File: config.mk
export PLATFORM = sky130hd
export DESIGN_NAME = div_ctrl
export DESIGN_NICKNAME = d
export VERILOG_FILES = /design/src/rtl/div_ctrl.sv
export SDC_FILE = /design/constraint.sdc
export NUM_CORES = 1
export LEC_CHECK = 0
export BUFFER_PORTS_ARGS = -buffer_cell sky130_fd_sc_hd__buf_2
export CAP_MARGIN = 40
export CORE_ASPECT_RATIO = 1.75
export CORE_UTILIZATION = 36
export DETAILED_ROUTE_END_ITERATION = 10
export REMOVE_ABC_BUFFERS = 1
export SLEW_MARGIN = 20
export SYNTH_ARGS = -nofsm -noshare
export SYNTH_HDL_FRONTEND = slang
export SYNTH_SLANG_ARGS = --single-unit
File: constraint.sdc
create_clock -name clk -period 6.2 [get_ports clk]
set_clock_uncertainty 0.1 [all_clocks]
set_input_delay 1.24 -clock clk [delete_from_list [all_inputs] [get_ports clk]]
set_output_delay 1.24 -clock clk [all_outputs]
set_load 0.02 [all_outputs]
File: src/rtl/div_ctrl.sv
// Divide sequencer between execute stage and an iterative divider; fast-paths
// divide-by-zero and signed overflow, otherwise issues, waits and writes back.
//   state | meaning
//   IDLE  | no divide outstanding, accepts a request
//   ISSUE | div_req_o pulse with latched operands
//   WAIT  | waiting for divider result
//   DRAIN | flushed, swallowing the divider result
//   WB    | presenting result until writeback accepts
module div_ctrl #(
  parameter int unsigned TIMEOUT_CYCLES = 40
) (
  input  logic        clk,
  input  logic        rst,
  input  logic        ex_div_req_i,
  input  logic [2:0]  ex_op_code_i,
  input  logic [31:0] ex_data1_i,
  input  logic [31:0] ex_data2_i,
  input  logic [4:0]  ex_rd_i,
  input  logic        flush_i,
  output logic        div_req_o,
  output logic [31:0] div_data1_o,
  output logic [31:0] div_data2_o,
  output logic [2:0]  div_op_code_o,
  output logic [4:0]  div_reg_wr_addr_o,
  input  logic        div_res_ready_i,
  input  logic [31:0] div_res_i,
  output logic        stall_o,
  output logic        wb_valid_o,
  output logic [4:0]  wb_rd_o,
  output logic [31:0] wb_data_o,
  input  logic        wb_ready_i,
  output logic        timeout_o
);

  localparam int unsigned CNT_W = $clog2(TIMEOUT_CYCLES + 1);
  localparam logic [CNT_W-1:0] CNT_LAST = CNT_W'(TIMEOUT_CYCLES - 1);

  typedef enum logic [2:0] {S_IDLE, S_ISSUE, S_WAIT, S_DRAIN, S_WB} state_e;

  state_e           state_q;
  logic [CNT_W-1:0] cnt_q;
  logic             div_req_q, wb_valid_q, timeout_q;
  logic [31:0]      div_data1_q, div_data2_q, wb_data_q;
  logic [2:0]       div_op_q;
  logic [4:0]       div_rd_q, wb_rd_q;

  // Opcode bit1 selects remainder, bit0 selects unsigned.
  logic        is_rem, is_signed, div_zero, overflow, fast_hit;
  logic [31:0] fast_res;

  assign is_rem    = ex_op_code_i[1];
  assign is_signed = ~ex_op_code_i[0];
  assign div_zero  = (ex_data2_i == 32'h0);
  assign overflow  = is_signed && (ex_data1_i == 32'h8000_0000) && (ex_data2_i == 32'hFFFF_FFFF);
  assign fast_hit  = div_zero | overflow;

  always_comb begin
    fast_res = 32'h0;
    if (div_zero)      fast_res = is_rem ? ex_data1_i : 32'hFFFF_FFFF;
    else if (overflow) fast_res = is_rem ? 32'h0 : 32'h8000_0000;
  end

  always_ff @(posedge clk or posedge rst) begin
    if (rst) begin
      state_q     <= S_IDLE;
      cnt_q       <= '0;
      div_req_q   <= 1'b0;
      wb_valid_q  <= 1'b0;
      timeout_q   <= 1'b0;
      div_data1_q <= '0;
      div_data2_q <= '0;
      div_op_q    <= '0;
      div_rd_q    <= '0;
      wb_data_q   <= '0;
      wb_rd_q     <= '0;
    end else begin
      div_req_q <= 1'b0;
      timeout_q <= 1'b0;
      case (state_q)
        S_IDLE: begin
          if (ex_div_req_i && !flush_i) begin
            div_op_q    <= ex_op_code_i;
            div_data1_q <= ex_data1_i;
            div_data2_q <= ex_data2_i;
            div_rd_q    <= ex_rd_i;
            wb_rd_q     <= ex_rd_i;
            if (fast_hit) begin
              wb_data_q <= fast_res;
              state_q   <= S_WB;
            end else begin
              div_req_q <= 1'b1;
              state_q   <= S_ISSUE;
            end
          end
        end
        S_ISSUE: begin
          cnt_q   <= '0;
          state_q <= flush_i ? S_DRAIN : S_WAIT;
        end
        S_WAIT: begin
          if (div_res_ready_i) begin
            if (flush_i) begin
              state_q <= S_IDLE;
            end else begin
              wb_data_q  <= div_res_i;
              wb_valid_q <= 1'b1;
              state_q    <= S_WB;
            end
          end else if (flush_i) begin
            cnt_q   <= '0;
            state_q <= S_DRAIN;
          end else if (cnt_q == CNT_LAST) begin
            timeout_q <= 1'b1;
            state_q   <= S_IDLE;
          end else begin
            cnt_q <= cnt_q + CNT_W'(1);
          end
        end
        S_DRAIN: begin
          if (div_res_ready_i) begin
            state_q <= S_IDLE;
          end else if (cnt_q == CNT_LAST) begin
            timeout_q <= 1'b1;
            state_q   <= S_IDLE;
          end else begin
            cnt_q <= cnt_q + CNT_W'(1);
          end
        end
        S_WB: begin
          // Fast paths enter WB with valid low and raise it one cycle later.
          if (flush_i) begin
            wb_valid_q <= 1'b0;
            state_q    <= S_IDLE;
          end else if (!wb_valid_q) begin
            wb_valid_q <= 1'b1;
          end else if (wb_ready_i) begin
            wb_valid_q <= 1'b0;
            state_q    <= S_IDLE;
          end
        end
        default: state_q <= S_IDLE;
      endcase
    end
  end

  // The WB term also holds stall while a fast-path result is not yet valid.
  always_comb begin
    stall_o = 1'b0;
    case (state_q)
      S_IDLE:          stall_o = ex_div_req_i & ~flush_i;
      S_ISSUE, S_WAIT: stall_o = 1'b1;
      S_WB:            stall_o = ~(wb_valid_q & wb_ready_i);
      S_DRAIN:         stall_o = ex_div_req_i;
      default:         stall_o = 1'b0;
    endcase
  end

  assign div_req_o         = div_req_q;
  assign div_data1_o       = div_data1_q;
  assign div_data2_o       = div_data2_q;
  assign div_op_code_o     = div_op_q;
  assign div_reg_wr_addr_o = div_rd_q;
  assign wb_valid_o        = wb_valid_q;
  assign wb_rd_o           = wb_rd_q;
  assign wb_data_o         = wb_data_q;
  assign timeout_o         = timeout_q;

endmodule

# After elaboration in Yosys (flattened, before gate mapping)
# Cells that the tools add are included.
[totals]
out_inout_bits = 113
word_cells = 88
regBits = 116
in_bits = 110
[classes]
eq_ne = 15
reduce_logical = 15
n_bitwise = 6
n_addsub = 1
mux = 41
[op_table]
columns = ["cell", "n"]
rows = [
  ["$mux 32", 8],
  ["$eq 32x32->1 const B", 2],
  ["$pmux 32 s2", 1],
  ["$logic_not 32->1", 1],
  ["$mux 3", 10],
  ["$mux 6", 4],
  ["$pmux 6 s3", 1],
  ["$pmux 3 s5", 1],
  ["$mux 1", 13],
  ["$ne 2x2->1 const B", 6],
  ["$reduce_and 3->1", 3],
  ["$add 6x1->6 const B", 1],
  ["$eq 3x2->1 const B", 2],
  ["$eq 6x6->1 const B", 1],
  ["$ne 3x3->1 const B", 2],
  ["$reduce_and 5->1", 1],
  ["$pmux 1 s2", 2],
  ["$pmux 1 s4", 1],
  ["$reduce_bool 2->1", 2],
  ["$eq 3x1->1 const B", 1],
  ["$eq 3x3->1 const B", 1],
  ["$logic_and 1x1->1", 3],
  ["$logic_not 3->1", 1],
  ["$not 1->1", 3],
  ["6 further kinds", 7],
]

# Longest topological paths before layout
# Gate-level depths: netlist (run 1).
[logic_depth]
depth_word = 8
ltp_mapped = 7
mapped_depth_nobuf = 6

# Worst setup path after synthesis (run 1)
# OpenSTA, ideal clock, no wires.
[synth_path]
kind = "input port to output port"
from = "in flush_i"
to = "out stall_o"
required_ps = 4860
slack_ps = 2879
cell_stages = 4
arrival_time_ps = 1981
path_buffers = 0
cell_sequence = "inv_1 nand2_1 o21a_1 o21ai_0"
[synth_via]
elab_chain_len = 3
[synth_rtl]
columns = ["element", "line", "source"]
rows = [
  ["start, declared", "19", "input logic flush_i,"],
  ["$not 1->1", "150", "S_IDLE: stall_o = ex_div_req_i & ~flush_i;"],
  ["$and 1x1->1", "150", ""],
  ["$pmux 1 s4", "149", "case (state_q)"],
  ["end, declared", "27", "output logic stall_o,"],
]
# No other way between the ends.

# Worst setup path in the final report (run 1)
# Ends and elaborated chain as after synthesis.

==> metrics.md, run 1 <==
| Metric | Value |
|---|---|
| Status | finished, final reports clean |
| Synthesis warning total | 0 |
| CTS Root Cell | clkbuf_16 |
| Top cell type's share of synthesized area | 55.2% |
| Area Overhead vs Synth | 35.2% |
| First-pass GRT wire length | 24.4 mm |
| Critical path class | in2out |
| Setup crit end kind | output port |
| Vias per cell | 5.24 |
| Largest net degree at the start of global routing | 64 |
| CP required | 4.86 ns |
| Non-Filler Instances | 859 |
| Total track usage | 21.2% |
| Maxcap violations | 0 |
| Arr. time, crit path | 2.08 ns |
| CTS tree | done |
| Compound-gate portion of the synthesized area | 14.0% |
| Depth of the worst hold-timing path | 1 |
| Pin slew with the least headroom to its limit | 0.718 ns |
| Reg2Reg Capture Point | wb_data_o[21] |
| Final instance area | 7110 sq um |
| Via count | 4504 |
| Fin crit share | 55.2% |
| Placed Area | 6510 sq um |
| Layout cells sized above 1 | 49.9% |
| Worst r2r src | state_q[1] |
| Total grt overflow | 0 |
| # hold bufs at CTS | 0 |
| Sequential area share after synthesis | 55.2% |
| Die width | 93.3 um |
| Core area | 14300 sq um |
| Synth cell types | 45 |
| Cell taking the most area after synthesis | dfrtp_1 |
| Crit start category | input port |
| P_leak | 3.34 nW |
| Die ar. | 15100 sq um |
| Initial Util | 36.8% |
| Num rows | 58 |
| Combinational family with the most area after synthesis | multiplexers |
| Adder-Cell Fraction of Synth Area | 0.238% |
| Hold Path Sink | div_op_code_o[1] |
| Post-synthesis xor/xnor area fraction | 0.333% |
| Clock latency on the worst-skew pair | 0.40 ns |
| Port bufs | 222 |
| CTS resizes | 0 |
| Final setup viols | 0 |
| Initial antenna violation count | 0 |
| Setup Fix Bufs, Post-CTS | 0 |
| Synth Flop Type | dfrtp_1 |
| Most common cell in the synthesized netlist | dfrtp_1 |
| Post-synthesis mux area share | 15.6% |
| Detailed-route DRC error count | 0 |
| R2r setup slk | 3.82 ns |
| Die height | 162 um |
| Worst hold path type | reg2reg |
| CTS Buffer Depth | 2 |
| DP HPWL | 11.5 mm |
| Setup TNS | 0 ns |
| Max Clk Rate | 292 MHz |
| Worst-path clk slew | 0.05 ns |
| Critical path fanouts, max | 4 |
| Post-Synth Simple-Gate Area | 11.1% |
| Async S/R FF share, synth | 100% |
| PD cells | 547 nW/um^2 |
| Number of flops mapped to enable cells by yosys | 0 |
| Vias in the first global route | 4696 |
| Final WL | 15.3 mm |
| Layout Nets | 779 |
| Peak VDD IR | 0.328 mV |
| Largest cells by area after synthesis | dfrtp_1 (55%), mux2_2 (15%), o21ai_0 (5.6%), a22o_1 (5.2%), nand2_1 (2.9%) |
| Synthesized area | 5260 sq um |
| Routed Antenna Nets | 0 |
| Post-route minimum period | 3.42 ns |
| Final hold violations | 0 |
| Worst rel slew slack | 52.1% |
| Num CTS Buffers | 17 |
| Num ports | 223 |
| Commonest cells in the netlist | dfrtp_1 (116), mux2_2 (71), o21ai_0 (59), nand2_1 (41), a22o_1 (31) |
| Starting DRT DRC Count | 216 |
| Seq cells post-synth | 116 |
| Worst R2R Path Depth | 7 |
| DR WL/cell | 17.8 um |
| Synth Area per Inst | 11.6 sq um |
| RSZ-0062 raised after global routing | no |
| Drt first pass iters | 4 |
| Max H-tree Level | 4 |
| CTS sink cnt | 116 |
| Cells after DPL | 827 |
| Worst Hold Launch | div_op_code_o[1] |
| Final slew viol count | 0 |
| Synthesized instance count | 452 |
| RD Place Congestion | 0.808 |
| # diodes | 0 |
[per-layer routing]
layer | wire [um] | global-route usage (%)
met4 | 467 | 9.23
met3 | 626 | 3.51
met5 | 0 | 0
met1 | 5660 | 23.8
met2 | 8580 | 38.7
[worst max path at each step]
stage | from | endpoint | slack, ns
final | flush_i | stall_o | 2.78
after global routing | ex_data2_i[31] | wb_data_o[21] | 2.61
after CTS | ex_data1_i[20] | wb_data_o[21] | 2.75
after detailed placement | ex_data1_i[20] | wb_data_o[7] | 2.33
after global placement | ex_data2_i[31] | wb_data_o[28] | 2.10
after floorplan | flush_i | div_data1_o[0] | 0.20
[per-stage QoR]
stage          power [mW]  utilization (%)  worst slack, ns  hold WS [ns]
2_1_floorplan        2.37                -            0.196         0.337
3_3_place_gp         2.93             45.3             2.10         0.372
3_5_place_dp         2.97             45.5             2.33         0.386
4_1_cts              3.93             49.5             2.75         0.395
5_1_grt              4.11             49.7             2.61         0.408
6_report             3.89             49.7             2.78         0.394
[worst max-delay path: stages]
cell and delay, ns:
buf_2 0.13, inv_1 0.11, nand2_1 0.13, o21a_1 0.13, o21ai_0 0.15, buf_2 0.19
[where the power goes]
| part | total [mW] | internal (mW) | switching, mW |
|---|---|---|---|
| Clock | 0.935 | 0.604 | 0.331 |
| Sequential | 1.33 | 1.11 | 0.213 |
| Combinational | 1.63 | 0.653 | 0.975 |
[final cells by class]
cell class                      count  area (sq um)
Fill cell                        1341          7190
Timing Repair Buffer              230          1210
Sequential cell                   116          2900
Clock buffer                       20           457
Multi-Input combinational cell    299          2190
Clock inverter                     10           109
Inverter                            4          17.5
Tap cell                          180           225
[cell families (layout without fill, tap and decap cells)]
logic type               Yosys count  count (layout)
AO/OA/AOI/OAI                    116             116
XOR/XNOR                           2               2
adder cells (fa/ha/maj)            1               1
buffers and inverters             37             264
flip-flops                       116             116
multiplexers                      73              73
AND/OR/NAND/NOR                  107             107
[sequential cells by signal, summed over array words and instances (netlist names)]
register       flops
div_op_code_o      3
div_data1_o       32
wb_valid_o         1
wb_rd_o            5
timeout_o          1
state_q            3
wb_data_o         32
div_req_o          1
cnt_q              6
div_data2_o       32
[cell usage in the layout (no fill, tap or decap), types with 3 or more instances in the layout]
cell type	count
a22o_1	31
clkbuf_16	17
nor3_1	4
nor4_1	14
buf_2	222
clkinv_2	5
o21ai_0	59
buf_4	5
nand4_1	10
mux2_2	71
dfrtp_1	116
o21ai_1	7
inv_1	3
nor2_1	13
nor4bb_1	3
nand2_1	41
a21oi_1	8
Power figures use the tool's default switching activity.
==> run 2: changes to the inputs <==
--- a/config.mk
+++ b/config.mk
@@ -5,6 +5,7 @@
 export SDC_FILE = /design/constraint.sdc
 export NUM_CORES = 1
 export LEC_CHECK = 0
+export ABC_AREA = 1
 export BUFFER_PORTS_ARGS = -buffer_cell sky130_fd_sc_hd__buf_2
 export CAP_MARGIN = 40
 export CORE_ASPECT_RATIO = 1.75
==> constraint.sdc (replaced) <==
create_clock -name clk -period 3.2 [get_ports clk]
set_clock_uncertainty 0.1 [all_clocks]
set_input_delay 0.64 -clock clk [delete_from_list [all_inputs] [get_ports clk]]
set_output_delay 0.64 -clock clk [all_outputs]
set_load 0.02 [all_outputs]
==> metrics.md, run 2 <==
| Metric | Value |
|---|---|
| Final slew viol count | 0 |
| Synth Area per Inst | 8.48 sq um |
| Synthesized instance count | 656 |
| Worst path buffer plus inverter count | 4 |
| Largest net degree at the start of global routing | 106 |
| Routed Antenna Nets | 0 |
| FILL cells | 1522 |
| Synth cell types | 28 |
| Peak VDD IR | 0.661 mV |
| Setup slack after layout | 0.663 ns |
| Max Clk Rate | 394 MHz |
| Critical-path top delay cell | dfrtp_1 |
| Layout cells sized above 1 | 35.6% |
| Commonest cells in the netlist | nand2_1 (181), dfrtp_1 (116), nor2_1 (77), inv_1 (53), o21ai_0 (53) |
| DP Worst Slack | 0.745 ns |
| Fin crit share | 79.3% |
| Largest stage delay, worst path | 0.43 ns |
| Setup Fix Bufs, Post-CTS | 0 |
| Arr. time, crit path | 1.80 ns |
| Worst rel slew slack | 66.6% |
| Tot Pwr | 7.51 mW |
| CP top delay family | buffers and inverters |
| Number of flops mapped to enable cells by yosys | 0 |
| Port bufs | 222 |
| Starting DRT DRC Count | 157 |
| Die ar. | 16000 sq um |
| Maxcap violations | 0 |
| CTS sink cnt | 116 |
| Most common cell after layout, fill and taps aside | buf_2 |
| Num ports | 223 |
| Vias per cell | 4.74 |
| Pin slew with the least headroom to its limit | 0.497 ns |
| CTS tree | done |
| RD Place Congestion | 0.886 |
| DP HPWL | 12.1 mm |
| Initial antenna violation count | 3 |
| Final WL | 16.1 mm |
| Num rows | 59 |
| Final setup viols | 0 |
| Die width | 96.0 um |
| Critical path fanouts, max | 5 |
| Setup crit end kind | output port |
| Clock latency on the worst-skew pair | 0.40 ns |
| Worst hold path type | in2async |
| Synthesis warning total | 0 |
| Num CTS Buffers | 17 |
| Vias in the first global route | 5063 |
| Seq cells post-synth | 116 |
| Core area | 15000 sq um |
| Cell taking the most area after synthesis | dfrtp_1 |
| CTS Root Cell | clkbuf_16 |
| DR WL/cell | 15.1 um |
| Final hold violations | 0 |
| Most used cell along the critical path | inv_2 |
| Sequential area share after synthesis | 52.2% |
| Initial Util | 37.1% |
| Core Util, Final | 49.7% |
| Via count | 5071 |
| Layout Nets | 982 |
| Post-route minimum period | 2.54 ns |
| Hold Slack | 0.131 ns |
| P_leak | 4.07 nW |
| RSZ-0062 raised after global routing | no |
| Drt first pass iters | 6 |
| Area Overhead vs Synth | 34.0% |
| CTS Buffer Depth | 2 |
| Status | finished, final reports clean |
| CP required | 2.46 ns |
| Synth Flop Type | dfrtp_1 |
| Detailed-route DRC error count | 0 |
| Worst r2r src | state_q[2] |
| Worst-path clk slew | 0.06 ns |
| First-pass GRT wire length | 25.2 mm |
| Total track usage | 21.0% |
| Worst Setup SP | state_q[1] |
| Top cell type's share of synthesized area | 52.2% |
| PD cells | 1010 nW/um^2 |
| R2r setup slk | 0.84 ns |
| # hold bufs at CTS | 0 |
| Crit start category | register |
| CTS resizes | 0 |
| Synthesized area | 5560 sq um |
| Async S/R FF share, synth | 100% |
| Most common cell in the synthesized netlist | nand2_1 |
| Crit path cell chain | inv_2 -> nor2_4 -> inv_2 -> nor2_8 -> inv_2 -> nand2_1 -> a311oi_1 -> nand2_1 -> buf_2 |
| Highest-count cells in the layout ignoring fill and taps | buf_2 (222), nand2_1 (181), dfrtp_1 (116) |
| Die height | 166 um |
| Total grt overflow | 0 |
| Critical path class | reg2out |
| Max H-tree Level | 4 |
| Largest cells by area after synthesis | dfrtp_1 (52%), nand2_1 (12%), mux2_2 (7.9%), nor2_1 (5.2%), o21ai_0 (4.8%) |
[run 2: path summary, 6_finish.rpt]
| check | endpoint | depth (start not counted) |
|---|---|---|
| setup / recovery | stall_o | 9 |
| max in group asynchronous | wb_data_o[31] | 3 |
| min in group clk | wb_rd_o[4] | 2 |
| setup reg to reg | wb_data_o[24] | 9 |
| hold / removal | div_data2_o[0] | 2 |
| hold reg to reg | wb_data_o[13] | 2 |
[run 2: cell families (layout without fill, tap and decap cells)]
family	after synthesis	count (layout)	share of synthesized area, %
compound gates	82	82	7.56
xor+xnor	2	2	0.315
fa+ha+maj	1	1	0.225
buf+inv	92	320	7.51
flops	116	116	52.2
mux	39	39	7.89
other cells	0	2	0
simple gates	324	324	24.3
[run 2: layout make-up]
type / instances / area, sq um / share of cell area (%)
Multi-Input combinational cell: 448 / 2250 / 30.1
Timing Repair Buffer: 231 / 1200 / 16.1
Clock inverter: 12 / 203 / 2.72
Clock buffer: 20 / 447 / 5.99
Sequential cell: 116 / 2900 / 38.9
Antenna cell: 2 / 5.00 / 0.0671
Tap cell: 183 / 229 / 3.07
Inverter: 57 / 216 / 2.90
[run 2: layer usage]
layer  vias to the layer above  track usage (%)  share of wire, %
met4                         2             9.67               3.0
met1                      2340             22.3                37
met2                       175             38.0                55
met5                         -                0             0.062
met3                        29             4.84               5.3
li1                       2525                -                 -
[run 2: through the flow]
step | setup TNS [ns] | std cells | instance area [sq um]
5_1_grt | 0 | 1069 | 7450
6_report | 0 | 1069 | 7450
2_1_floorplan | -71.04 | 621 | 5360
4_1_cts | 0 | 1067 | 7450
3_5_place_dp | 0 | 1035 | 6800
3_3_place_gp | 0 | 1035 | 6800
[run 2: report_power, final]
group	leakage [nW]	switching [mW]	internal, mW
Combinational	2.29	1.91	1.04
Clock	0.315	0.684	1.41
Sequential	1.47	0.357	2.11
[run 2: worst register-to-register path, stage by stage (launching register included)]
cell and delay [ns]:
dfrtp_1 0.46, nor2_4 0.17, inv_2 0.08, nor2_8 0.08, buf_4 0.36, nand3_1 0.27
nand2_4 0.25, nand2_4 0.25, nand2_1 0.17, nand2_1 0.06
